## src/rtl/hazard_pkg.sv

```systemverilog
// Shared types for the pipeline hazard unit: forward selects, wait-FSM states, PC register index.
// Latency: n/a (types only). Backpressure: n/a.
package hazard_pkg;

    typedef enum logic [1:0] {
        FWD_RF  = 2'b00,
        FWD_WB  = 2'b01,
        FWD_MEM = 2'b10
    } fwd_sel_t;

    typedef enum logic {
        ST_RUN,
        ST_WAIT
    } hz_state_t;

    localparam logic [3:0] REG_PC = 4'hF;

endpackage

```

## src/rtl/hazard_fwd_sel.sv

```systemverilog
// One-operand bypass select: picks M-stage ALU result over W-stage result over regfile.
// Latency: combinational. Backpressure: none.
module hazard_fwd_sel
    import hazard_pkg::*;
(
    input  logic [3:0] ra_e,
    input  logic [3:0] wa3_m,
    input  logic [3:0] wa3_w,
    input  logic       reg_write_m,
    input  logic       reg_write_w,
    output logic [1:0] fwd_sel
);

    logic not_pc;

    // R15 reads come from the PC path, never from a bypass.
    assign not_pc = (ra_e != REG_PC);

    always_comb begin
        fwd_sel = FWD_RF;
        if (reg_write_m && (ra_e == wa3_m) && not_pc) begin
            fwd_sel = FWD_MEM;
        end else if (reg_write_w && (ra_e == wa3_w) && not_pc) begin
            fwd_sel = FWD_WB;
        end
    end

endmodule

```

## src/rtl/hazard_unit.sv

```systemverilog
// Pipeline stall/flush/forward control with bounded data-memory wait FSM; HAZARD_PERF_EN adds perf counters.
// Latency: stall/flush/forward are combinational, same cycle as the condition.
// Backpressure: a pending memory access freezes the whole pipe for at most MEM_TIMEOUT cycles.
module hazard_unit
    import hazard_pkg::*;
#(
    parameter int MEM_TIMEOUT = 16
) (
    input  logic        clk,
    input  logic        rst_n,
    input  logic [3:0]  RA1D,
    input  logic [3:0]  RA2D,
    input  logic [3:0]  RA1E,
    input  logic [3:0]  RA2E,
    input  logic [3:0]  WA3E,
    input  logic [3:0]  WA3M,
    input  logic [3:0]  WA3W,
    input  logic        RegWriteE,
    input  logic        RegWriteM,
    input  logic        RegWriteW,
    input  logic        MemtoRegE,
    input  logic        PCSrcD,
    input  logic        PCSrcE,
    input  logic        PCSrcM,
    input  logic        PCSrcW,
    input  logic        BranchTakenE,
    input  logic        mem_req_m,
    input  logic        mem_ready_m,
    output logic [1:0]  ForwardAE,
    output logic [1:0]  ForwardBE,
    output logic        StallF,
    output logic        StallD,
    output logic        StallE,
    output logic        StallM,
    output logic        FlushD,
    output logic        FlushE,
    output logic        FlushW,
    output logic        mem_timeout,
    output logic [31:0] perf_stall_cnt,
    output logic [31:0] perf_flush_cnt
);

    localparam int CNT_W = $clog2(MEM_TIMEOUT + 1);
    localparam logic [CNT_W-1:0] TMO = CNT_W'(MEM_TIMEOUT);

    hz_state_t        state_q, state_d;
    logic [CNT_W-1:0] wait_cnt_q, wait_cnt_d;
    logic             mem_timeout_q, mem_timeout_d;

    logic [1:0] fwd_a, fwd_b;
    logic       ld_stall, pc_pend, mem_stall, at_limit;

    hazard_fwd_sel u_fwd_a (
        .ra_e        (RA1E),
        .wa3_m       (WA3M),
        .wa3_w       (WA3W),
        .reg_write_m (RegWriteM),
        .reg_write_w (RegWriteW),
        .fwd_sel     (fwd_a)
    );

    hazard_fwd_sel u_fwd_b (
        .ra_e        (RA2E),
        .wa3_m       (WA3M),
        .wa3_w       (WA3W),
        .reg_write_m (RegWriteM),
        .reg_write_w (RegWriteW),
        .fwd_sel     (fwd_b)
    );

    assign ld_stall  = MemtoRegE && RegWriteE && ((RA1D == WA3E) || (RA2D == WA3E));
    assign pc_pend   = PCSrcD | PCSrcE | PCSrcM;
    assign at_limit  = (state_q == ST_WAIT) && (wait_cnt_q == TMO);
    assign mem_stall = mem_req_m && !mem_ready_m && !at_limit;

    // Reset forces a safe control word asynchronously, independent of the flops.
    always_comb begin
        ForwardAE = FWD_RF;
        ForwardBE = FWD_RF;
        StallF    = 1'b0;
        StallD    = 1'b0;
        StallE    = 1'b0;
        StallM    = 1'b0;
        FlushD    = 1'b1;
        FlushE    = 1'b1;
        FlushW    = 1'b1;
        if (rst_n) begin
            ForwardAE = fwd_a;
            ForwardBE = fwd_b;
            if (mem_stall) begin
                StallF = 1'b1;
                StallD = 1'b1;
                StallE = 1'b1;
                StallM = 1'b1;
                FlushD = 1'b0;
                FlushE = 1'b0;
                FlushW = 1'b1;
            end else begin
                StallF = ld_stall | pc_pend;
                StallD = ld_stall;
                FlushE = ld_stall | BranchTakenE;
                FlushD = pc_pend | PCSrcW | BranchTakenE;
                FlushW = 1'b0;
            end
        end
    end

    always_comb begin
        state_d       = state_q;
        wait_cnt_d    = wait_cnt_q;
        mem_timeout_d = mem_timeout_q;
        case (state_q)
            ST_RUN: begin
                if (mem_stall) begin
                    state_d    = ST_WAIT;
                    wait_cnt_d = CNT_W'(1);
                end
            end
            ST_WAIT: begin
                if (mem_ready_m || !mem_req_m) begin
                    state_d    = ST_RUN;
                    wait_cnt_d = '0;
                end else if (wait_cnt_q == TMO) begin
                    // Forced release: the stall already dropped combinationally this cycle.
                    state_d       = ST_RUN;
                    wait_cnt_d    = '0;
                    mem_timeout_d = 1'b1;
                end else begin
                    wait_cnt_d = wait_cnt_q + CNT_W'(1);
                end
            end
            default: begin
                state_d    = ST_RUN;
                wait_cnt_d = '0;
            end
        endcase
    end

    always_ff @(posedge clk or negedge rst_n) begin
        if (!rst_n) begin
            state_q       <= ST_RUN;
            wait_cnt_q    <= '0;
            mem_timeout_q <= 1'b0;
        end else begin
            state_q       <= state_d;
            wait_cnt_q    <= wait_cnt_d;
            mem_timeout_q <= mem_timeout_d;
        end
    end

    assign mem_timeout = mem_timeout_q;

`ifdef HAZARD_PERF_EN
    logic [31:0] perf_stall_q, perf_stall_d;
    logic [31:0] perf_flush_q, perf_flush_d;

    always_comb begin
        perf_stall_d = perf_stall_q + 32'(StallF);
        perf_flush_d = perf_flush_q + 32'(FlushD | FlushE);
    end

    always_ff @(posedge clk or negedge rst_n) begin
        if (!rst_n) begin
            perf_stall_q <= '0;
            perf_flush_q <= '0;
        end else begin
            perf_stall_q <= perf_stall_d;
            perf_flush_q <= perf_flush_d;
        end
    end

    assign perf_stall_cnt = perf_stall_q;
    assign perf_flush_cnt = perf_flush_q;
`else
    assign perf_stall_cnt = 32'h0;
    assign perf_flush_cnt = 32'h0;
`endif

endmodule

```

## config.mk

```make
export PLATFORM = sky130hd
export DESIGN_NAME = hazard_unit
export DESIGN_NICKNAME = d
export VERILOG_FILES = /design/src/rtl/hazard_pkg.sv /design/src/rtl/hazard_fwd_sel.sv /design/src/rtl/hazard_unit.sv
export SDC_FILE = /design/constraint.sdc
export NUM_CORES = 1
export LEC_CHECK = 0
export CAP_MARGIN = 20
export CORE_MARGIN = 1.5
export CORE_UTILIZATION = 34
export DETAILED_ROUTE_END_ITERATION = 12
export PLACE_DENSITY_LB_ADDON = 0.1
export SKIP_LAST_GASP = 1
export SLEW_MARGIN = 20
export SYNTH_ARGS = -nofsm -noshare
export SYNTH_HDL_FRONTEND = slang
export SYNTH_HIERARCHICAL = 1
export SYNTH_SLANG_ARGS = --single-unit
```

## constraint.sdc

```tcl
create_clock -name clk -period 4.6 [get_ports clk]
set_clock_uncertainty 0.2 [all_clocks]
set_input_delay 1.15 -clock clk [delete_from_list [all_inputs] [get_ports clk]]
set_output_delay 1.15 -clock clk [all_outputs]
set_load 0.03 [all_outputs]
```

Yosys cells after proc, flatten, opt, wreduce, memory -nomap -nowiden
Cells that the tools add are included.
Cells by class
  add/sub/neg operators: 1
  reduce and logical (&&, ||, !) cells: 19
  equal/unequal tests: 10
  muxes and demuxes: 24
  bitwise gates (word level): 8
Operators with widths (count)
  $eq A4 B4 Y1: 6
  $mux W1: 15
  $mux W5: 3
  $logic_and A1 B1 Y1: 13
  $pmux W5 S2: 1
  $mux W2: 4
  $ne A4 B4 Y1 const B: 2
  $or A1 B1 Y1: 6
  $add A5 B1 Y5 const B: 1
  $eq A5 B5 Y1 const B: 1
  $logic_not A1 Y1: 3
  $reduce_and A3 Y1: 1
  $logic_or A1 B1 Y1: 2
  $ne A2 B2 Y1 const B: 1
  $not A1 Y1: 2
  $pmux W1 S2: 1
Storage, ports and cells
  output and inout bits: 76
  bits of input ports: 41
  register bits after elaboration: 7
  word-level logic and storage cells: 65

Logic depth before layout (Yosys ltp)
Gate-level depths: netlist (run 1).
  depth after elaboration: 6
  mapped depth: 8
  depth with buffers taken out: 8

By module
The synthesis (run 1) kept the hierarchy.
By module, submodules not included
  hazard_unit: times used 1, sequential area each 175.2 sq um, cells each 129, area an instance 1049.8 sq um
  hazard_fwd_sel: times used 2, sequential area each 0.0 sq um, cells each 17, area an instance 116.4 sq um

Worst setup path after synthesis (run 1)
OpenSTA, ideal clock, no wires.
  path type: input to output
  start point: in mem_req_m
  end point: out StallD
  path slack: 1.307 ns
  path buffers: 0
  arrival: 1.943 ns
  stages: 5
  data required time: 3.250 ns
  cells stage by stage: nor2b_1 -> nand2_4 -> inv_4 -> and2_4 -> nand2b_4
Between the ends
  longest elaborated chain between the ends: 4
RTL lines
  start, declared: line hazard_unit.sv:27  | input logic mem_req_m,
  $logic_and A1 B1 Y1 (2 in series): line hazard_unit.sv:74  | assign mem_stall = mem_req_m && !mem_ready_m && !at_limit;
  $mux W1: line hazard_unit.sv:90  | if (mem_stall) begin
  $mux W1: line hazard_unit.sv:87  | if (rst_n) begin
  end, declared: line hazard_unit.sv:32  | output logic StallD,
No other way between the ends.

Final worst setup path (run 1)
Ends and elaborated chain as after synthesis.

==> out/qor.yml, run 1 <==
synth:
  synthArstFlopShare_pct: 100
  syn-cell-area_um2: 1280
  yosys-top-cells-count: "65 x buf_4, 21 x xnor2_1, 8 x nor2_1"
  syn-instance-count: 163
  yosys_warnings: 6
  yosys.area.top_type: "buf_4"
  synth.top_cell.area_share_pct: 38.0
  yosysMostFrequentCell: "buf_4"
  synth_edf_count: 0
  yosysUniqueCellTypes: 31
  synthTopCellsByArea: "buf_4 38%, xnor2_1 14%, dfrtp_1 14%, and2_1 3.4%, nor2_1 2.3%"
  synth_seq_cells: 7
  yosysSeqAreaShare_pct: 13.7
  synth_area_per_cell_um2: 7.87
  synth_ff_type: "dfrtp_1"
worst_setup_path:
  critical_path_required_ns: 3.25
  end_kind: "primary output"
  cp_slowest_stage_delay_ns: 0.67
  cp.arrival_ns: 3.04
  crit_chain: "clkdlybuf4s50_1 > nor2b_1 > nand2_4 > inv_4 > and2_4 > nand2b_4 > clkdlybuf4s50_1"
  start_kind: "input port"
  path_common_cell: "clkdlybuf4s50_1"
  critical_path_class: "in2out"
  slowest_stage: "clkdlybuf4s50_1"
  cp_max_fo: 5
global_route:
  grt.total_usage_pct: 12.3
  antenna_found_initial: 0
  grt_max_degree: 10
  grt_pass1_vias: 961
  overflow: 0
  grt_pass1_wl_mm: 4.08
placement:
  routabilityCongestion: 0.757
  portBuffers: 52
  dp_hpwl_mm: 2.19
finish:
  fillers: 371
  multiInputGateArea_um2: 835
  drive_above_1_share_pct: 4.13
  nets: 262
  seq_area_um2: 175
  n_antenna_cell: 0
  area_delta_synth_final_pct: 29.8
timing:
  fin_setup_tns_ns: 0
  slew_violations: 0
  finalHoldViolations: 0
  layout_min_cycle_time_ns: 4.39
  setup_viol: 0
  fmax_mhz: 228
  rsz0062_at_grt: "no"
  final.period_utilization_pct: 95.4
detailed_routing:
  vias: 1036
  drt_pass1_iterations: 5
  wl_per_cell_um: 9.68
  viasPerCell: 3.89
  wl_mm: 2.58
  antenna_left: 0
  drc: 0
  drt_iter0_drc: 28
pwr:
  p_comb_share_pct: 52.2
  p_leak_uw: 0.000756
  power_uw: 326
  p_per_area_nw_per_um2: 196
  internal_power_uw: 184
  p_clk_share_pct: 27.3
  ir_drop_mv: 0.0666
  p_seq_share_pct: 20.5
  sw_frac_of_total_pct: 43.6
  p_sw_uw: 142
floorplanning:
  die_w_um: 64.4
  start_util_pct: 35.3
  die_area_um2: 4150
  io_pins: 117
  dieHeight_um: 64.4
  core_area_um2: 3630
  placementRows: 22
worst_hold_path:
  hold_path.class: "reg2reg"
outcome:
  outcome: "complete, no violations"
cts:
  cts_resized: 0
  cts_tree: "done"
  hold_buffers: 0
  clkTransAtPathRegs_ns: 0.04
  insertion_delay_ns: 0.23
  htreeDepth: 1
  numCtsBuffers: 3
  cts_root_buf: "clkbuf_8"
  cts.sinks: 7
  clockBufferDepth: 2
  cts_setup_buffers: 0
run:
  max-cap-violations: 0
-- through the flow --
step	hold WS, ns	worst slack, ns	area [µm²]	utilization, %	cells
finish	0.264	0.211	1660	45.8	266
global route	0.284	0.112	1660	45.8	266
CTS	0.264	0.207	1660	45.8	266
detailed placement	0.255	0.220	1620	44.6	262
global placement	0.241	0.216	1620	44.6	262
floorplan	0.287	1.31	1520	-	226
-- sequential cells by signal (all words and copies together), names as in the netlist --
name and flops:
mem_timeout 1, state_q 1, wait_cnt_q 5
-- routing by layer --
| metal | up-vias | GRT usage [%] | wire (µm) |
|---|---|---|---|
| met5 | - | 0 | 0 |
| li1 | 520 | - | - |
| met3 | 3 | 2.78 | 220 |
| met4 | 0 | 4.79 | 24 |
| met2 | 63 | 24.1 | 1360 |
| met1 | 450 | 12.6 | 971 |
-- cells by family (layout without fill, tap and decap cells) --
group | after synthesis | in the layout | share of synthesized area (%)
buffers and inverters | 70 | 62 | 39.7
AND/OR/NAND/NOR | 43 | 43 | 19.7
adder cells (fa/ha/maj) | 2 | 2 | 1.95
other | 1 | 64 | 0.292
flip-flops | 7 | 7 | 13.7
multiplexers | 1 | 1 | 0.781
AO/OA/AOI/OAI | 18 | 18 | 9.56
XOR/XNOR | 21 | 21 | 14.3
-- worst paths after layout --
check                              startpoint       endpoint  slack, ns  cells past startpoint
worst max-delay path                mem_req_m         StallD       0.21                      7
worst min-delay path              mem_timeout    mem_timeout       0.26                      1
worst max register to register  wait_cnt_q[0]  wait_cnt_q[2]       2.97                      6
worst min register to register    mem_timeout    mem_timeout       0.26                      1
max in group asynchronous               rst_n  wait_cnt_q[3]       2.80                      2
min in group asynchronous               rst_n        state_q       0.97                      1
-- cell type report --
class,instances,share of cell area (%)
well taps,48,3.61
clock buffers,4,2.71
repair buffers,53,31.7
multi-input cells,149,50.2
flip-flops and latches,7,10.5
inverters,5,1.28
-- cells in the final DEF (no fill, tap or decap), types with 2 or more instances in the layout --
master           netlist  final
conb_1                 1     64
clkdlybuf4s50_1        0     52
xnor2_1               21     21
nor2_1                 8      8
and2_1                 7      7
dfrtp_1                7      7
nand2_1                6      6
nand3_1                5      5
inv_1                  4      4
nand4_1                4      4
o21ai_1                3      3
a21oi_1                3      3
o21ai_0                3      3
clkbuf_8               0      3
or3_1                  2      2
nor3_1                 2      2
a21o_1                 2      2
a22o_1                 2      2
ha_1                   2      2
a31oi_1                2      2
and4_1                 2      2
o221a_1                2      2
-- worst max-delay path: cells and delay by family --
| family | cells | cell delay, ns |
|---|---|---|
| simple gates | 4 | 0.65 |
| buf+inv | 3 | 1.23 |
-- power by group through the flow --
| stage | combinational (µW) | sequential [µW] | clock [µW] |
|---|---|---|---|
| 6_report | 170 | 66.9 | 88.8 |
| 5_1_grt | 180 | 67.3 | 96.5 |
| 4_1_cts | 170 | 66.8 | 89.9 |
| 3_5_place_dp | 168 | 67.9 | 0 |
| 3_3_place_gp | 168 | 67.5 | 0 |
| 2_1_floorplan | 153 | 67.4 | 0 |
(Power assumes the default switching activity.)
==> run 2, diff against run 1 <==
- CORE_MARGIN: 1.5 -> 4
==> run 2 against run 1 <==
  * Register-to-register slack improved by 0.04 ns
  * Wire length is 6.4% higher
  * Largest cell class unchanged
  * Global-route usage shrank 2.0 points
  * Die area is 16% higher
  * Core utilization fell by 0.34 points
  * Critical path depth fell by 1
  * Hold slack worse by 0.0033 ns
==> out/qor.yml, run 2 (synthesized netlist as in run 1, its figures left out) <==
timing:
  slew_violations: 0  # unchanged
  layout_min_cycle_time_ns: 4.36  # -0.0257 ns
  finalHoldViolations: 0  # unchanged
  final.period_utilization_pct: 94.9  # -0.56 points
  setup_viol: 0  # unchanged
  rsz0062_at_grt: "no"
  fmax_mhz: 229  # +0.59%
  worst_slack_ns: 0.237  # +0.0257 ns
  fin_setup_tns_ns: 0  # unchanged
cts:
  numCtsBuffers: 3  # unchanged
  cts_resized: 0  # unchanged
  insertion_delay_ns: 0.23  # about the same
  cts_tree: "done"
  hold_buffers: 0  # unchanged
  cts.sinks: 7  # unchanged
  htreeDepth: 1  # unchanged
  cts_root_buf: "clkbuf_8"
  cts_setup_buffers: 0  # unchanged
  clockBufferDepth: 2  # unchanged
  clkTransAtPathRegs_ns: 0.04  # about the same
floorplanning:
  die_area_um2: 4820  # +16%
  start_util_pct: 35.0  # -0.27 points
  die_w_um: 69.4  # +7.8%
  dieHeight_um: 69.4  # +7.8%
  placementRows: 22  # unchanged
  io_pins: 117  # unchanged
  core_area_um2: 3660  # +0.76%
detailed_routing:
  drt_pass1_iterations: 4  # -1
  drc: 0  # unchanged
  drt_iter0_drc: 30  # +7.1%
  vias: 1060  # +2.3%
  wl_per_cell_um: 10.3  # +6.4%
  antenna_left: 0  # unchanged
  viasPerCell: 3.98  # +2.3%
  wl_mm: 2.74  # +6.4%
worst_setup_path:
  cp.arrival_ns: 3.01  # -0.03 ns
  start_kind: "input port"
  critical_path_class: "in2out"
  critical_path_required_ns: 3.25  # about the same
  end_kind: "primary output"
  cp_max_fo: 4  # -1
finish:
  n_antenna_cell: 0  # unchanged
  top_register: "wait_cnt_q"
  largest_reg_flops: 5  # unchanged
  area_delta_synth_final_pct: 29.8  # unchanged
  final-instance-count-excl-fill: 266  # unchanged
  design_area_um2: 1660  # unchanged
  final_common_cell: "conb_1"
  layout_common_cells: "64 x conb_1, 52 x clkdlybuf4s50_1, 21 x xnor2_1, 8 x nor2_1"
  drive_above_1_share_pct: 4.13  # unchanged
  nets: 262  # unchanged
placement:
  routabilityCongestion: 0.817  # +7.9%
  dpl.cell_count: 262  # unchanged
  portBuffers: 52  # unchanged
  pre_cts_ws_ns: 0.205  # -0.0154 ns
  dp_hpwl_mm: 2.47  # +13%
  placed_area_um2: 1620  # unchanged
global_route:
  grt_pass1_vias: 948  # -1.4%
  grt.total_usage_pct: 10.3  # -2.0 points
  overflow: 0  # unchanged
  grt_max_degree: 12  # +2
  antenna_found_initial: 0  # unchanged
  grt_pass1_wl_mm: 4.10  # +0.52%
pwr:
  sw_frac_of_total_pct: 43.4  # -0.18 points
  p_sw_uw: 141  # -0.93%
  p_leak_uw: 0.000756  # unchanged
  p_per_area_nw_per_um2: 195  # -0.51%
  p_seq_share_pct: 20.6  # about the same
  internal_power_uw: 183  # -0.19%
  ir_drop_mv: 0.0730  # +9.8%
  p_comb_share_pct: 52.3  # about the same
  power_uw: 324  # -0.51%
  p_clk_share_pct: 27.0  # -0.3 points
outcome:
  outcome: "complete, no violations"
worst_hold_path:
  hold_path.class: "reg2reg"
run:
  max-cap-violations: 0  # unchanged
[run 2: routing by layer]
metal | part of all wire (%) | track usage [%] | vias up | wire length (µm)
met3 | 13 | 4.06 | 5 | 364
met1 | 36 | 11.4 | 463 | 987
met2 | 49 | 17.4 | 69 | 1340
met5 | 0 | 0 | - | 0
met4 | 1.9 | 4.56 | 0 | 53
li1 | - | - | 523 | -
[run 2: critical path, cell delays in order]
cell             delay, ns
clkdlybuf4s50_1       0.56
xnor2_1               0.14
nand4_1               0.14
o221a_1               0.27
and2_1                0.16
clkdlybuf4s50_1       0.59
[run 2: area by class of cell]
| type | instances | area [µm²] |
|---|---|---|
| Timing Repair Buffer | 53 | 528 |
| Sequential cell | 7 | 175 |
| Multi-Input combinational cell | 149 | 835 |
| Fill cell | 383 | 2000 |
| Clock buffer | 4 | 45.0 |
| Inverter | 5 | 21.3 |
| Tap cell | 48 | 60.1 |
[run 2: final timing paths]
path / startpoint / to / slack [ns] / cells after the start
max in group asynchronous: rst_n / state_q / 2.81 / 2
setup / recovery: RA2E[1] / ForwardBE[0] / 0.24 / 6
hold reg to reg: mem_timeout / mem_timeout / 0.26 / 1
min in group asynchronous: rst_n / wait_cnt_q[2] / 1.25 / 2
setup reg to reg: wait_cnt_q[0] / wait_cnt_q[4] / 3.01 / 6
hold / removal: mem_timeout / mem_timeout / 0.26 / 1
[run 2: power groups by stage]
stage	logic [µW]	registers (µW)	clock network, µW
floorplan	153	67.4	0
global route	181	67.1	94.5
CTS	169	66.8	89.5
global placement	168	67.5	0
detailed placement	169	67.7	0
finish	169	66.8	87.6
[run 2: stage by stage]
stage	hold slack (ns)	util (%)
floorplan	0.287	-
global placement	0.248	44.2
detailed placement	0.259	44.2
CTS	0.271	45.5
global route	0.279	45.5
finish	0.261	45.5
==> run 3, diff against run 2 <==
- CORE_UTILIZATION: 34 -> 31
- clock period: 4.6 -> 4.9 ns (I/O delays scaled with it)
==> run 3 against run 2 <==
  * Die area up 8.5%
  * Sequential share of layout area about the same
  * Non-clock buffer count unchanged
  * Flip-flop and latch count unchanged
  * First-iteration DRC count unchanged
  * Critical path depth up 1
  * Via count up 1.1%
  * Clock power down 9.2%
  * Cell area up 0.15%
  * Sequential power down 6.0%
==> out/qor.yml, run 3 (synthesized netlist as in run 1, its figures left out) <==
outcome:
  outcome: "complete, no violations"
worst_setup_path:
  cp_slowest_stage_delay_ns: 0.67  # +0.08 ns
  crit_buf_inv: 3  # +1
  critical_path_class: "in2out"
  end_kind: "primary output"
  cp.depth: 7  # +1
  cp_max_fo: 5  # +1
  path_common_cell: "clkdlybuf4s50_1"
  start_kind: "input port"
  slowest_stage: "clkdlybuf4s50_1"
  cp.arrival_ns: 3.11  # +0.10 ns
  r2r_cells: 6  # unchanged
  crit_chain: "clkdlybuf4s50_1 > nor2b_1 > nand2_4 > inv_4 > and2_4 > nand2b_4 > clkdlybuf4s50_1"
  critical_path_required_ns: 3.47  # +0.22 ns
  crit_family: "buffers and inverters"
finish:
  top_register: "wait_cnt_q"
  final_util_pct: 41.7  # -3.8 points
  final-instance-count-excl-fill: 268  # +0.75%
  largest_reg_flops: 5  # unchanged
  drive_above_1_share_pct: 4.13  # unchanged
  layout_common_cells: "64 x conb_1, 52 x clkdlybuf4s50_1, 21 x xnor2_1, 8 x nor2_1"
  n_antenna_cell: 0  # unchanged
  nets: 262  # unchanged
  final_common_cell: "conb_1"
  area_delta_synth_final_pct: 30.0
floorplanning:
  io_pins: 117  # unchanged
  die_w_um: 72.3  # +4.2%
  start_util_pct: 32.1  # -3.0 points
  dieHeight_um: 72.3  # +4.2%
  core_area_um2: 4000  # +9.3%
  placementRows: 23  # +4.5%
  die_area_um2: 5230  # +8.5%
cts:
  numCtsBuffers: 3  # unchanged
  cts.sinks: 7  # unchanged
  hold_buffers: 0  # unchanged
  insertion_delay_ns: 0.23  # about the same
  clockBufferDepth: 2  # unchanged
  htreeDepth: 1  # unchanged
  cts_tree: "done"
  cts_resized: 0  # unchanged
  cts_root_buf: "clkbuf_8"
  clkTransAtPathRegs_ns: 0.04  # about the same
  cts_setup_buffers: 0  # unchanged
timing:
  final.period_utilization_pct: 92.6
  slew_violations: 0  # unchanged
  fmax_mhz: 221
  layout_min_cycle_time_ns: 4.53
  finalHoldViolations: 0  # unchanged
  setup_viol: 0  # unchanged
  fin_setup_tns_ns: 0  # unchanged
  hold-worst-slack_ns: 0.265  # +0.00404 ns
  rsz0062_at_grt: "no"
detailed_routing:
  vias: 1072  # +1.1%
  drc: 0  # unchanged
  wl_per_cell_um: 10.9  # +5.7%
  drt_iter0_drc: 30  # unchanged
  viasPerCell: 4.00  # +0.38%
  wl_mm: 2.92  # +6.5%
  antenna_left: 0  # unchanged
  drt_pass1_iterations: 4  # unchanged
placement:
  routabilityCongestion: 0.948  # +16%
  dp_hpwl_mm: 2.61  # +5.7%
  dpl.cell_count: 264  # +0.76%
  portBuffers: 52  # unchanged
global_route:
  grt_max_degree: 11  # -1
  grt_use_met2_pct: 19.9  # +2.5 points
  met3_usage_pct: 2.35  # -1.7 points
  grt.total_usage_pct: 10.5  # +0.17 points
  grt_pass1_wl_mm: 4.50  # +9.8%
  antenna_found_initial: 0  # unchanged
  overflow: 0  # unchanged
  top_usage_layer: "met2"
  grt_pass1_vias: 1001  # +5.6%
  grtUsageMet1_pct: 11.4  # +0.017 points
worst_hold_path:
  hold_path.class: "reg2reg"
  min_path_cells: 1  # unchanged
run:
  max-cap-violations: 0  # unchanged
pwr:
  ir_drop_mv: 0.0590  # -19%
  p_per_area_nw_per_um2: 181  # -6.8%
  p_leak_uw: 0.000756  # unchanged
[run 3: final cells by class]
type,instances,area [µm²]
clock buffer,4,45.0
fill,416,2330
inverter,5,21.3
multi-input combinational,149,835
sequential,7,175
tap,50,62.6
timing repair buffer,53,528
[run 3: report_power, final]
| part | switching, µW | internal [µW] |
|---|---|---|
| clock network | 23.4 | 56.1 |
| logic | 105 | 55.2 |
| registers | 2.31 | 60.5 |
[run 3: per-layer routing]
metal / part of all wire [%] / routed length, µm
met1: 35 / 1030
met2: 51 / 1500
met3: 13 / 370
met4: 0.72 / 21
met5: 0 / 0
[run 3: path summary, 6_finish.rpt]
path / startpoint / endpoint / slack (ns)
worst max-delay path: mem_req_m / StallD / 0.37
max in group asynchronous: rst_n / state_q / 3.05
worst min register to register: mem_timeout / mem_timeout / 0.26
worst min-delay path: mem_timeout / mem_timeout / 0.26
worst max register to register: wait_cnt_q[0] / wait_cnt_q[4] / 3.30
min in group asynchronous: rst_n / wait_cnt_q[3] / 1.31
[run 3: per-stage QoR]
step	cell area (µm²)	setup WS, ns	total power [µW]
2_1_floorplan	1520	1.46	207
3_3_place_gp	1620	0.372	222
3_5_place_dp	1620	0.349	222
4_1_cts	1670	0.338	304
5_1_grt	1670	0.241	318
6_report	1670	0.365	302
